### config.mk
export PLATFORM = sky130hd
export DESIGN_NAME = mac16_stream_ctrl
export DESIGN_NICKNAME = d
export VERILOG_FILES = /design/src/rtl/mac16_pkg.sv /design/src/rtl/Vedic_Mult16.sv /design/src/rtl/mac16_stream_ctrl.sv
export SDC_FILE = /design/constraint.sdc
export NUM_CORES = 1
export LEC_CHECK = 0
export BUFFER_PORTS_ARGS = -buffer_cell sky130_fd_sc_hd__buf_4
export CORE_MARGIN = 3
export CORE_UTILIZATION = 50
export DETAILED_ROUTE_END_ITERATION = 7
export GPL_ROUTABILITY_DRIVEN = 0
export GPL_TIMING_DRIVEN = 1
export PLACE_DENSITY_LB_ADDON = 0.1
export SLEW_MARGIN = 20
export SYNTH_ARGS = -nofsm -noshare
export SYNTH_HDL_FRONTEND = slang
export SYNTH_SLANG_ARGS = --single-unit
### constraint.sdc
create_clock -name clk -period 21.1 [get_ports clk]
set_clock_uncertainty 0.2 [all_clocks]
set_input_delay 4.22 -clock clk [delete_from_list [all_inputs] [get_ports clk]]
set_output_delay 4.22 -clock clk [all_outputs]
set_load 0.01 [all_outputs]
### src/rtl/mac16_pkg.sv
// ---------------------------------------------------------------------------
// mac16_pkg
// Shared definitions for the 16-bit MAC stream controller:
//   - mac_state_t : controller FSM state (IDLE/RUN/DRAIN/HOLD, 2-bit encoding)
//   - OP_W / PROD_W : operand and multiplier product widths
//   - ACC_W_DEF / CNT_W_DEF : default accumulator and beat-counter widths
// Optional build macro used by the controller: MAC16_SIGNED_EN.
// ---------------------------------------------------------------------------
package mac16_pkg;

    localparam int OP_W      = 16;
    localparam int PROD_W    = 32;
    localparam int ACC_W_DEF = 40;
    localparam int CNT_W_DEF = 16;

    typedef enum logic [1:0] {
        IDLE  = 2'd0,
        RUN   = 2'd1,
        DRAIN = 2'd2,
        HOLD  = 2'd3
    } mac_state_t;

endpackage

### src/rtl/Vedic_Mult16.sv
// ---------------------------------------------------------------------------
// Vedic_Mult16
// Combinational 16x16 unsigned multiplier built from four 8x8 partial
// products combined in the vertical-and-crosswise (Urdhva) arrangement.
// Ports:
//   a [15:0] in  : multiplicand
//   b [15:0] in  : multiplier
//   c [31:0] out : unsigned product a*b
// ---------------------------------------------------------------------------
module Vedic_Mult16 (
    input  logic [15:0] a,
    input  logic [15:0] b,
    output logic [31:0] c
);

    logic [31:0] a_lo, a_hi, b_lo, b_hi;
    logic [31:0] q0, q1, q2, q3;

    always_comb begin
        a_lo = {24'd0, a[7:0]};
        a_hi = {24'd0, a[15:8]};
        b_lo = {24'd0, b[7:0]};
        b_hi = {24'd0, b[15:8]};
        q0   = a_lo * b_lo;
        q1   = a_hi * b_lo;
        q2   = a_lo * b_hi;
        q3   = a_hi * b_hi;
        // Cross terms land at weight 2^8, the high-high term at 2^16.
        c    = q0 + (q1 << 8) + (q2 << 8) + (q3 << 16);
    end

endmodule

### src/rtl/mac16_stream_ctrl.sv
// ---------------------------------------------------------------------------
// mac16_stream_ctrl
// Streams operand beats through a 3-stage multiply-accumulate pipeline
// (S1 operand register -> Vedic_Mult16 -> S2 product register -> S3
// accumulator) and presents the dot product of each vector (terminated by
// in_last) on a result port.
//
// Handshakes: a transfer happens on a rising edge where valid & ready are
// both high; valid, once raised, holds its payload until that edge; ready may
// depend on state but never on the same-side valid.
//
// Ports:
//   clk, rst                  : clock, synchronous active-high reset
//   in_valid/in_ready         : operand beat handshake
//   in_a, in_b [15:0]         : operands
//   in_last                   : final beat of the vector
//   out_valid/out_ready       : result handshake
//   out_acc [ACC_W-1:0]       : accumulated sum of products
//   out_count [CNT_W-1:0]     : beats in the vector (wraps)
//   out_ovf                   : accumulator overflowed during this vector
//   busy                      : FSM not in IDLE
// Build option: define MAC16_SIGNED_EN for two's-complement operands.
// ---------------------------------------------------------------------------
module mac16_stream_ctrl
    import mac16_pkg::*;
#(
    parameter int ACC_W = ACC_W_DEF,
    parameter int CNT_W = CNT_W_DEF
) (
    input  logic              clk,
    input  logic              rst,
    input  logic              in_valid,
    output logic              in_ready,
    input  logic [OP_W-1:0]   in_a,
    input  logic [OP_W-1:0]   in_b,
    input  logic              in_last,
    output logic              out_valid,
    input  logic              out_ready,
    output logic [ACC_W-1:0]  out_acc,
    output logic [CNT_W-1:0]  out_count,
    output logic              out_ovf,
    output logic              busy
);

    mac_state_t state, state_nxt;

    logic               accept;
    logic               clr;
    logic               s1_valid, s1_last;
    logic [OP_W-1:0]    s1_a, s1_b;
    logic [PROD_W-1:0]  mult_p;
    logic [PROD_W-1:0]  s2_p_d;
    logic               s2_valid, s2_last;
    logic [PROD_W-1:0]  s2_p;
    logic [ACC_W-1:0]   acc;
    logic [ACC_W-1:0]   p_ext;
    logic [ACC_W-1:0]   acc_sum;
    logic               step_ovf;
    logic [CNT_W-1:0]   cnt;
    logic               ovf;
`ifdef MAC16_SIGNED_EN
    logic               s1_neg;
`endif

    assign accept = in_valid & in_ready;

    Vedic_Mult16 u_mult (
        .a (s1_a),
        .b (s1_b),
        .c (mult_p)
    );

`ifdef MAC16_SIGNED_EN
    // The multiplier is unsigned: S1 holds magnitudes, the sign is restored here.
    assign s2_p_d = s1_neg ? (~mult_p + 32'd1) : mult_p;

    always_comb begin
        p_ext    = ACC_W'($signed(s2_p));
        acc_sum  = acc + p_ext;
        step_ovf = (acc[ACC_W-1] == p_ext[ACC_W-1]) && (acc_sum[ACC_W-1] != acc[ACC_W-1]);
    end
`else
    assign s2_p_d = mult_p;

    always_comb begin
        p_ext               = ACC_W'(s2_p);
        {step_ovf, acc_sum} = {1'b0, acc} + {1'b0, p_ext};
    end
`endif

    // Next-state and handshake outputs.
    always_comb begin
        state_nxt = state;
        in_ready  = 1'b0;
        out_valid = 1'b0;
        clr       = 1'b0;
        case (state)
            IDLE, RUN: begin
                in_ready = 1'b1;
                if (accept) begin
                    state_nxt = in_last ? DRAIN : RUN;
                end
            end
            DRAIN: begin
                // Last beat's product is being added on this edge.
                if (s2_valid && s2_last) begin
                    state_nxt = HOLD;
                end
            end
            HOLD: begin
                out_valid = 1'b1;
                if (out_ready) begin
                    state_nxt = IDLE;
                    clr       = 1'b1;
                end
            end
            default: state_nxt = IDLE;
        endcase
    end

    always_ff @(posedge clk) begin
        if (rst) begin
            state    <= IDLE;
            s1_valid <= 1'b0;
            s1_last  <= 1'b0;
            s1_a     <= '0;
            s1_b     <= '0;
`ifdef MAC16_SIGNED_EN
            s1_neg   <= 1'b0;
`endif
            s2_valid <= 1'b0;
            s2_last  <= 1'b0;
            s2_p     <= '0;
            acc      <= '0;
            cnt      <= '0;
            ovf      <= 1'b0;
        end else begin
            state    <= state_nxt;
            s1_valid <= accept;
            if (accept) begin
                s1_last <= in_last;
`ifdef MAC16_SIGNED_EN
                s1_a    <= in_a[OP_W-1] ? (~in_a + 16'd1) : in_a;
                s1_b    <= in_b[OP_W-1] ? (~in_b + 16'd1) : in_b;
                s1_neg  <= in_a[OP_W-1] ^ in_b[OP_W-1];
`else
                s1_a    <= in_a;
                s1_b    <= in_b;
`endif
            end
            s2_valid <= s1_valid;
            s2_last  <= s1_valid & s1_last;
            s2_p     <= s2_p_d;
            if (clr) begin
                acc <= '0;
                cnt <= '0;
                ovf <= 1'b0;
            end else begin
                if (accept) begin
                    cnt <= cnt + CNT_W'(1);
                end
                if (s2_valid) begin
                    acc <= acc_sum;
                    ovf <= ovf | step_ovf;
                end
            end
        end
    end

    assign out_acc   = acc;
    assign out_count = cnt;
    assign out_ovf   = ovf;
    assign busy      = (state != IDLE);

endmodule
After elaboration in Yosys (flattened, before gate mapping)
Index checks and enable logic that the tools add are counted.
W data, S select, Z words.
{"block": "classes", "add_sub_neg": 5, "multipliers": 4, "n_eq_ne": 6, "n_mux": 9, "bitwise": 3, "reduce_logical": 6}
{"operator": "$mul A8 B8 Y16", "count": 4}
{"operator": "$add A40 B32 Y41", "count": 1}
{"operator": "$add A32 B24 Y32", "count": 1}
{"operator": "$add A32 B32 Y32", "count": 1}
{"operator": "$add A16 B24 Y25", "count": 1}
{"operator": "$add A16 B1 Y16 const B", "count": 1}
{"operator": "$mux W2", "count": 4}
{"operator": "$ne A2 B2 Y1 const B", "count": 3}
{"operator": "$pmux W2 S3", "count": 1}
{"operator": "$eq A2 B2 Y1 const B", "count": 2}
{"operator": "$mux W1", "count": 4}
{"operator": "$reduce_or A2 Y1", "count": 2}
{"operator": "$reduce_and A3 Y1", "count": 1}
{"operator": "$and A1 B1 Y1", "count": 2}
{"operator": "$eq A2 B1 Y1 const B", "count": 1}
{"operator": "$logic_not A2 Y1", "count": 1}
{"operator": "$reduce_bool A2 Y1", "count": 1}
{"operator": "$logic_and A1 B1 Y1", "count": 1}
{"operator": "$or A1 B1 Y1", "count": 1}
{"block": "word_totals", "reg_bits": 127, "inputBits": 37, "output_inout_bits": 60}

Depth between registers and ports, before layout
{"block": "depth", "word_depth": 6, "ltp_mapped": 35, "depth_no_buf": 34}

Cells and area by module
A second synthesis with hierarchy kept.
{"block": "hier_totals", "hier_cells": 1875, "area_unflattened_um2": 15932.8}
{"mod": "Vedic_Mult16", "instances": 1, "cells_each": 1177, "area_each_um2": 9899.5, "seq_area_each_um2": 0.0}
{"mod": "mac16_stream_ctrl", "instances": 1, "cells_each": 698, "area_each_um2": 6033.3, "seq_area_each_um2": 2542.4}

Worst setup path after synthesis
No wires, ideal clock.
{"block": "synth_path", "kind": "register -> register", "start": "reg s1_b[7]", "end": "reg s2_p[28]", "setup_time_ns": 0.128, "arrival_ns": 7.912, "t_required_ns": 20.772, "setup_slack_ns": 12.861, "path_stages_with_launch": 32, "path_buffers": 1, "synth_period_minus_slack_ns": 8.239, "cell_sequence": "dfxtp_1 -> clkbuf_1 -> nand2_1 -> fa_1 -> fa_1 -> inv_1 -> fa_1 -> inv_1 -> fa_1 -> inv_1 -> ha_1 -> xor2_1 -> ha_1 -> ha_1 -> ha_1 -> a2111oi_0 -> a21oi_1 -> a41oi_1 -> a21oi_1 -> a211oi_1 -> xor2_1 -> fa_1 -> inv_1 -> ha_1 -> nand2_1 -> o21a_1 -> a31oi_1 -> o21ai_0 -> o311a_1 -> or2_2 -> xor2_1 -> nor2_1"}
{"block": "synth_between", "elab_chain_cells": 4}
{"item": "from (decl)", "line_no": "mac16_stream_ctrl.sv:50", "text": "logic [OP_W-1:0] s1_a, s1_b;"}
{"item": "from (signal assigned)", "line_no": "mac16_stream_ctrl.sv:148", "text": "s1_b <= in_b;"}
{"item": "$mul A8 B8 Y16 (on tied branches)", "line_no": "Vedic_Mult16.sv:24, Vedic_Mult16.sv:25"}
{"item": "$add A16 B24 Y25 *", "line_no": "Vedic_Mult16.sv:29", "text": "c = q0 + (q1 << 8) + (q2 << 8) + (q3 << 16);"}
{"item": "$add A32 B24 Y32 *", "line_no": "Vedic_Mult16.sv:29"}
{"item": "$add A32 B32 Y32 *", "line_no": "Vedic_Mult16.sv:29"}
{"item": "to (signal assigned)", "line_no": "mac16_stream_ctrl.sv:153", "text": "s2_p <= s2_p_d;"}
{"item": "to (decl)", "line_no": "mac16_stream_ctrl.sv:54", "text": "logic [PROD_W-1:0] s2_p;"}
Every way passes the cells marked *; elsewhere a longest branch is shown, timed or not.
A chain may end at the register's enable or synchronous reset.

Worst setup path in the final report
Ends and elaborated chain as after synthesis.

==> results by group <==
Setup path
  – Reg2Reg Depth: 30
  – CP Capture Type: register
  – FF-to-FF setup slack: 12.22 ns
  – Max FO, Critical Path: 17
  – CP Data Required Time: approximately 21 ns
  – R2r endpoint: s2_p[28]
  – Critical path's largest stage delay: ~0.71 ns
  – CP max stage cell: dfxtp_1
  – Reg-to-Reg Start: s1_b[7]
  – Data arrival time of the worst path: approximately 9 ns
  – Bufs and invs on worst path: 4
  – Delay-heaviest family, CP: adder cells
  – Critical path type: reg -> reg
  – Startpoint Class: register

Die
  – Die H: 184.1 um
  – Site Rows: 64
  – Starting density of the core: 51.29%
  – Ports: 97
  – Die W: 184.1 um
  – Die area: about 0.034 mm^2
  – Total core area: 0.03091 mm^2

Clock network
  – Htree depth: 4
  – Clock buffer depth: 2
  – Hold_buf cts: 0
  – Clock Latency Late Sink: 0.45 ns
  – Clk slew on worst S/H paths: 0.06 ns
  – CTS tree: built
  – Root buffer cell: clkbuf_16
  – Setup Buffers After CTS: 0
  – CTS resizes: 0
  – Cts bufs inserted: 17
  – Clk sinks: 127

Layout
  – Final-stage net count: about 2400
  – Share of layout cells above drive strength 1: 7.735%
  – Cell area after layout: 0.01750 mm^2
  – FILL cells: 2893
  – Most common cell after layout, fill and taps aside: inv_1
  – Commonest cells after routing, fill and taps aside: inv_1 (256), nand2_1 (234), ha_1 (211), and2_1 (171), fa_1 (161)
  – Layout area overhead: 10.40%

STA
  – Min Tclk post-route: about 8.9 ns
  – Setup WS post-layout: 12.22 ns
  – Final setup fails: 0
  – Achievable Freq: 112.6 MHz
  – Max Transition Viols Final: 0
  – Worst relative slew slack: 30.04%
  – Hold slack: roughly 0.25 ns
  – Final setup TNS: 0 ns
  – Final Cycle Share: 42.09%
  – Hold Fails Final Rpt: 0
  – RSZ-0062 raised after global routing: false
  – Least-Margin Pin Slew: 1.049 ns

Global routing
  – GRT Residual Overflow: 0
  – Largest net degree at the start of global routing: 70
  – GRT Util Overall: 22.78%
  – Antenna violations before repair: 1
  – First-pass GRT wire length: 62.08 mm
  – Vias in the first global route: 12410

Pwr
  – Internal power: 0.5189 mW
  – Total Power: roughly 0.75 mW
  – Leakage: 8.835 nW
  – Sequential power share: 36.2%
  – Switch share: 30.82%
  – Combinational Power Share: 20.5%
  – Switching power: 0.2311 mW
  – VDD IR-drop max: 0.00005602 V
  – Clock network fraction of total power: 43.2%
  – Power density over cell area: 42.85 mW/mm^2

Drt
  – Antenna Nets Post-Route: 0
  – Final WL: roughly 37 mm
  – Drt first-iter violations: 529
  – Vias per Instance: 5.306
  – Total number of vias: 12600
  – DRC: 0
  – WL/cell: around 16 um
  – DR pass1 iterations: 7

Logic synthesis
  – Yosys Warn Count: 0
  – Top FF cell, synth: dfxtp_1
  – Sequential share of the synthesized area: between 15 and 20%
  – Synth unique cells: 68
  – Number of synthesized flops with an enable pin: 0
  – Yosys top cell area share: 20.33%
  – Synth Instances: 1907
  – Fraction of registers with async set/reset: 0%
  – FF+latch count, synth: around 130
  – Synth Area per Inst: 8.314 um^2
  – Cell taking the most area after synthesis: fa_1
  – Synth top area cells: fa_1 (20%), ha_1 (17%), dfxtp_1 (16%)
  – Post-Syn Area: 0.01585 mm^2
  – Syn nets: 2316

Run status
  – Status: finished, final reports clean

Place
  – Area after DPL: 0.01685 mm^2
  – Pre-CTS setup slack: 12.17 ns
  – DP HPWL: just under 30 mm
  – Port bufs: 96

Hold path
  – Hold Path Stages: 2
  – Class of the worst hold path: reg -> reg
  – Hold Path Origin: s1_last
  – Hold path endpoint: s1_last

Flow run
  – MaxCap Viol Count: 0
how the worst max path moves through the flow:
stage / start / endpoint / slack (ns) / depth (start not counted)
after detailed placement: s1_a[8] / s2_p[28] / 12.17 / 30
final: s1_b[7] / s2_p[28] / 12.22 / 30
after global placement: s1_a[8] / s2_p[28] / 12.34 / 30
after floorplan: s1_b[7] / s2_p[28] / 12.86 / 31
after global routing: s1_a[8] / s2_p[28] / 11.61 / 30
after CTS: s1_a[8] / s2_p[28] / 12.15 / 30
metal layers:
| layer | track usage [%] | up-vias | share of wire (%) |
|---|---|---|---|
| li1 | - | 6330 | - |
| met5 | 0 | - | 0 |
| met2 | 35.92 | 227 | 44 |
| met1 | 32.55 | 6005 | 50 |
| met3 | 4.017 | 40 | 4.3 |
| met4 | 5.806 | 0 | 1.8 |
stage by stage:
step	utilization, %	std cells
after floorplan	-	1907
after global placement	54.53	2341
after detailed placement	54.53	2341
after CTS	56.59	2373
after global routing	56.62	2374
final	56.63	2375
worst min-delay path: stages (launching register included):
cell and delay (ns):
dfxtp_1 0.30, nand2_1 0.05, a21oi_1 0.05
registers in the layout, summed over array words and instances, names as in the netlist:
register / flops
s1_a: 16
s1_last: 1
state: 2
s1_b: 16
s2_last: 1
s2_valid: 1
out_count: 16
s1_valid: 1
out_ovf: 1
out_acc: 40
s2_p: 32
power groups by stage:
stage                     Sequential (mW)  Combinational (mW)  Clock, mW
after global placement              0.276               0.153          0
final                               0.272               0.154      0.324
after CTS                           0.272               0.156      0.332
after detailed placement            0.277               0.154          0
after floorplan                     0.263               0.122          0
after global routing                0.274               0.178      0.342
layout make-up:
type | count | area [um^2] | share of cell area (%)
multi-input combinational | 1457 | 12070 | 68.97
timing repair buffer | 105 | 788.3 | 4.504
clock inverter | 12 | 181.4 | 1.037
inverter | 257 | 964.7 | 5.511
antenna | 1 | 2.502 | 0.01430
tap | 396 | 495.5 | 2.831
sequential | 127 | 2542 | 14.53
clock buffer | 20 | 456.7 | 2.609
synth_stat cells, types with 29 or more instances:
master	instances
nand2_1	234
dfxtp_1	127
inv_1	256
ha_1	211
fa_1	161
clkbuf_1	53
xnor2_1	60
a21o_1	29
a21oi_1	114
nor2_1	127
o21ai_0	50
xor2_1	42
and2_1	171
cells by family after synthesis:
group | synth area share (%)
AND/OR/NAND/NOR | 20.23
adder cells (fa/ha/maj) | 36.98
buffers and inverters | 7.876
AO/OA/AOI/OAI | 12.30
flip-flops | 16.04
XOR/XNOR | 5.635
multiplexers | 0.9470
No activity file was read; power rests on OpenSTA's default activity.
